==> src/rtl/env_trap_seq.sv <==
// env_trap_seq: ECALL/EBREAK trap sequencer for the 5-stage core.
// This block accepts a trap from the decode stage. It freezes fetch and flushes
// the front end while older instructions drain through E/M/W. It then holds the
// core halted until the host asks to resume. Fetch is then redirected to EPC+4.
//
// Optional feature: define ENV_TRAP_CNT_EN to add a saturating 32-bit TrapCount
// output. It counts DRAIN entries.
//
// Ports
//   clk, reset       core clock, synchronous active-high reset
//   EcallD, EbreakD  trap flags decoded in D
//   StallD, FlushD   D stage stalled/flushed; a trap is not accepted while set
//   PCD              PC of the instruction in D
//   ResumeReq        host resume request (level), only honoured while halted
//   TrapStallF       stall PC/fetch register
//   TrapFlushD       flush F/D register
//   TrapFlushE       flush D/E register
//   Halted           core halted awaiting host
//   TrapCause        00 none, 01 ecall, 10 ebreak
//   EPC              PC of the trapping instruction
//   RedirectF        one-cycle fetch redirect strobe
//   RedirectPC       EPC+4 while RedirectF is high, else 0
//   TrapCount        (ENV_TRAP_CNT_EN only) number of traps taken, saturating
//
// state  | meaning
// IDLE   | normal execution, watching D for ECALL/EBREAK
// DRAIN  | front end frozen, older instructions retiring
// HALT   | core parked, waiting for ResumeReq
// RESUME | single-cycle redirect of fetch to EPC+4
module env_trap_seq #(
    parameter int XLEN         = 32,
    parameter int DRAIN_CYCLES = 3
) (
    input  logic            clk,
    input  logic            reset,
    input  logic            EcallD,
    input  logic            EbreakD,
    input  logic            StallD,
    input  logic            FlushD,
    input  logic [XLEN-1:0] PCD,
    input  logic            ResumeReq,
    output logic            TrapStallF,
    output logic            TrapFlushD,
    output logic            TrapFlushE,
    output logic            Halted,
    output logic [1:0]      TrapCause,
    output logic [XLEN-1:0] EPC,
    output logic            RedirectF,
    output logic [XLEN-1:0] RedirectPC
`ifdef ENV_TRAP_CNT_EN
    ,
    output logic [31:0]     TrapCount
`endif
);

    // A drain length of 0 still needs one cycle in DRAIN.
    localparam int DRAIN_EFF = (DRAIN_CYCLES < 1) ? 1 : DRAIN_CYCLES;
    localparam int CW        = (DRAIN_EFF > 1) ? $clog2(DRAIN_EFF) : 1;

    typedef enum logic [1:0] {
        S_IDLE   = 2'd0,
        S_DRAIN  = 2'd1,
        S_HALT   = 2'd2,
        S_RESUME = 2'd3
    } state_t;

    state_t          state_q, state_d;
    logic [CW-1:0]   count_q, count_d;
    logic [XLEN-1:0] epc_q, epc_d;
    logic [1:0]      cause_q, cause_d;
    logic            take;

    assign take = (EcallD | EbreakD) & ~StallD & ~FlushD;

    always_ff @(posedge clk) begin
        if (reset) begin
            state_q <= S_IDLE;
            count_q <= '0;
            epc_q   <= '0;
            cause_q <= 2'b00;
        end else begin
            state_q <= state_d;
            count_q <= count_d;
            epc_q   <= epc_d;
            cause_q <= cause_d;
        end
    end

    always_comb begin
        state_d    = state_q;
        count_d    = count_q;
        epc_d      = epc_q;
        cause_d    = cause_q;
        TrapStallF = 1'b0;
        TrapFlushD = 1'b0;
        TrapFlushE = 1'b0;
        Halted     = 1'b0;
        RedirectF  = 1'b0;
        RedirectPC = '0;
        unique case (state_q)
            S_IDLE: begin
                if (take) begin
                    epc_d   = PCD;
                    cause_d = EbreakD ? 2'b10 : 2'b01;
                    count_d = CW'(DRAIN_EFF - 1);
                    state_d = S_DRAIN;
                end
            end
            S_DRAIN: begin
                TrapStallF = 1'b1;
                TrapFlushD = 1'b1;
                TrapFlushE = 1'b1;
                if (count_q == '0) state_d = S_HALT;
                else               count_d = count_q - 1'b1;
            end
            S_HALT: begin
                TrapStallF = 1'b1;
                TrapFlushD = 1'b1;
                TrapFlushE = 1'b1;
                Halted     = 1'b1;
                if (ResumeReq) state_d = S_RESUME;
            end
            S_RESUME: begin
                TrapFlushD = 1'b1;
                RedirectF  = 1'b1;
                RedirectPC = epc_q + XLEN'(4);
                // Clearing the trap context here makes IDLE outputs all-zero.
                epc_d      = '0;
                cause_d    = 2'b00;
                state_d    = S_IDLE;
            end
            default: state_d = S_IDLE;
        endcase
    end

    assign TrapCause = cause_q;
    assign EPC       = epc_q;

`ifdef ENV_TRAP_CNT_EN
    logic [31:0] trap_cnt_q, trap_cnt_d;

    always_comb begin
        trap_cnt_d = trap_cnt_q;
        if (state_q == S_IDLE && take && trap_cnt_q != 32'hFFFF_FFFF)
            trap_cnt_d = trap_cnt_q + 32'd1;
    end

    always_ff @(posedge clk) begin
        if (reset) trap_cnt_q <= '0;
        else       trap_cnt_q <= trap_cnt_d;
    end

    assign TrapCount = trap_cnt_q;
`endif

endmodule

==> config.mk <==
export PLATFORM = sky130hd
export DESIGN_NAME = env_trap_seq
export DESIGN_NICKNAME = d
export VERILOG_FILES = /design/src/rtl/env_trap_seq.sv
export SDC_FILE = /design/constraint.sdc
export NUM_CORES = 1
export LEC_CHECK = 0
export ABC_AREA = 1
export BUFFER_PORTS_ARGS = -buffer_cell sky130_fd_sc_hd__buf_2
export CELL_PAD_IN_SITES_DETAIL_PLACEMENT = 0
export CELL_PAD_IN_SITES_GLOBAL_PLACEMENT = 1
export CORE_MARGIN = 2
export CORE_UTILIZATION = 31
export DETAILED_ROUTE_END_ITERATION = 6
export PLACE_DENSITY_LB_ADDON = 0.1
export SLEW_MARGIN = 30
export SYNTH_ARGS = -nofsm -noshare
export SYNTH_HDL_FRONTEND = slang
export SYNTH_SLANG_ARGS = --single-unit
==> constraint.sdc <==
create_clock -name clk -period 1.7 [get_ports clk]
set_input_delay 0.17 -clock clk [delete_from_list [all_inputs] [get_ports clk]]
set_output_delay 0.17 -clock clk [all_outputs]
set_load 0.01 [all_outputs]
==> results.md <==
- Max Buffers Root-to-Sink: 2
- Critical path class: reg -> out
- Mapped Area: 2650 um^2
- CTS root buf: clkbuf_8
- Placed insts: 676
- XOR/XNOR Fraction of Synth Area: 1.32%
- Compound-Gate Fraction of Synth Area: 10.8%
- Finish-stage setup viols: 24
- Pin count of the biggest net entering global routing: 35
- Initial DRC Count: 85
- # IOs: 110
- Cell mode on critical path: nand2_1
- Post-Layout Cell Count: 699
- Worst Setup Start Kind: flop
- Worst skew pair latency: 0.30 ns
- YS warnings: 0
- Seq/Total Area, Yosys: 28.7%
- Worst Slack Setup Final: -0.163 ns
- Post-synthesis sequential element count: 38
- Final nets: 639
- Core area: 8260 um^2
- Place WS: 0.0192 ns
- Hold Vio Cnt, Final: 0
- Most frequent cells in the layout: nand2_1, buf_2, nor2_1
- Pre-antenna DRT Iters: 4
- Status: finished with violations
- Dpl hpwl: 6.54 mm
- Area leader, netlist: dfxtp_1
- Clock Sinks: 38
- Vias: 3156
- Leakage: 0.00190 uW
- Worst-path clk slew: 0.08 ns
- Utilization after layout: 47.4%
- Post-DR wirelength/cell: 12.5 um
- FP Rows: 33
- Cells after Synth: 460
- Die Ht: 96.4 um
- Number of H-tree levels: 2
- Worst setup EP type: output port
- Largest family of logic cells by synthesized area: simple AND/OR/NAND/NOR gates
- Hold WC Path Type: in -> reg
- Fin crit share: 110%
- Critical Path, Cell by Cell: ha_4 > nand2_4 > nor2_4 > nand2_2 > inv_1 > nand2_1 > nand2_1 > nand2_1 > nor2_1 > buf_2
- Avg Inst Size Synth: 5.76 um^2
- Skew final: 0.00807 ns
- Crit-path slowest cell: dfxtp_4
- Pins over their slew limit: 0
- Routed wire length: 8.74 mm
- VDD IR max: 0.000929 V
- DR vias/cell: 4.52
- Top cells by area, synth: dfxtp_1, nand2_1, nor2_1, o21ai_0, inv_1
- Initial antenna violation count: 0
- Most common cell after layout, fill and taps aside: nand2_1
- Number of remaining DRC errors: 0
- TritonCTS Buffers: 5
- Final Critical Period: 1.86 ns
- Fraction of the mapped netlist area in adder cells: 3.31%
- Slew @ Worst Pin: 0.377 ns
- Crit path DAT: 1.69 ns
- Remaining antenna violation count: 0
- PortBufs: 109
- Initial core utilization: 32.1%
- Netlist cell types: 28
- CTS tree: yes
- Hold Buf Count CTS: 0
- Post-synth top area share: 28.7%
- Gpl congestion: 0.842
- Layout cells sized above 1: 39.4%
- Placement Cell Area: 3410 um^2
- Mux contribution to synthesized area: 0%
- Synth Area in Simple Gates: 46.6%
- PwrDens: 1090 nW/um^2
- Vias in the first global route: 2874
- Worst slew margin: 74.9%
- Max Fclk: 0.537 GHz
- Slowest stage delay, CP: 0.38 ns
- Crit-path max FO: 5
- Failing checks: setup timing
- Syn_nets: 506
- Max_cap viols: 0
- Global route overflow: 0
- Die Area: 9300 um^2
- Ant. Diodes: 0
- Die width: 96.4 um
- Final Instance Area: 3920 um^2
- Global-route wire length before repair: 13.5 mm
- CP Data Required Time: 1.53 ns
- RSZ-0062 raised after global routing: true
- P&R area growth vs syn: 47.9%
- All-Layer GR Usage: 18.5%
[critical path: cells and delay by family, from the launching register on]
kind,cells,cell delay [ns]
adders and majority gates,1,0.15
DFF,1,0.38
and+or+nand+nor,7,0.63
buffers and inverters,2,0.25
[Yosys cell counts (all sizes together)]
library cell,n
nand3b,1
clkbuf,5
nand2,165
o21ai,46
nand3,14
or2,1
nand4,1
inv,36
dfxtp,38
and2,1
nor3,1
nor2,115
xor2,2
ha,7
buf,14
xnor2,2
a21oi,9
o21a,1
nor3b,1
[layout make-up]
cell class,count,area (um^2)
clock buffers,6,82.6
well taps,105,131
flip-flops and latches,38,822
multi-input cells,367,1810
repair buffers,145,873
clock inverters,2,60.1
fillers,960,4340
inverters,36,138
[worst paths after layout]
kind,depth (start not counted),slack (ns),from,to
worst min register to register,2,0.49,TrapCause[0]$_SDFFE_PP0P_,TrapCause[0]$_SDFFE_PP0P_
worst max-delay path,10,-0.16,EPC[3]$_SDFFE_PP0P_,RedirectPC[26]
worst max register to register,8,0.16,state_q[0]$_SDFFE_PP0P_,EPC[5]$_SDFFE_PP0P_
worst min-delay path,4,0.16,EbreakD,TrapCause[0]$_SDFFE_PP0P_
[metrics by stage]
step / hold slack (ns) / TNS, ns / power (uW)
after global routing: 0.209 / -5.42 / 4620
after detailed placement: 0.473 / 0 / 3130
final: 0.160 / -2.23 / 4260
after CTS: 0.152 / -2.59 / 4200
after global placement: 0.464 / 0 / 3100
after floorplan: 0.347 / 0 / 2480
[power by group]
group / total [uW] / leakage, uW / internal (uW) / switching (uW)
logic: 1860 / 0.00150 / 806 / 1060
clock network: 971 / 0.0000714 / 626 / 345
registers: 1420 / 0.000325 / 1160 / 266
total: 4260 / 0.00190 / 2590 / 1670
[cell families after synthesis]
kind of cell | count (synthesis)
AND/OR/NAND/NOR | 300
buffers and inverters | 55
flip-flops | 38
XOR/XNOR | 4
adder cells (fa/ha/maj) | 7
AO/OA/AOI/OAI | 56
[what timing repair did]
action / in CTS / in global routing
setup buffers: 10 / 4
gates cloned: 0 / 1
endpoints found under the setup margin: 29 / 63
pin swaps: 18 / 21
resized for setup: 54 / 41
[routing by layer]
metal	share of wire, %	global-route usage [%]	vias up
met1	48	25.7	1386
met2	45	29.6	79
met4	0.74	4.11	0
met5	0	0	-
li1	-	-	1687
met3	5.8	3.49	4
[registers in the layout, summed over array words and instances, names as in the netlist]
name / flops
count_q: 2
state_q: 2
EPC: 32
TrapCause: 2
Note: power is estimated with default switching activity, not from simulation.
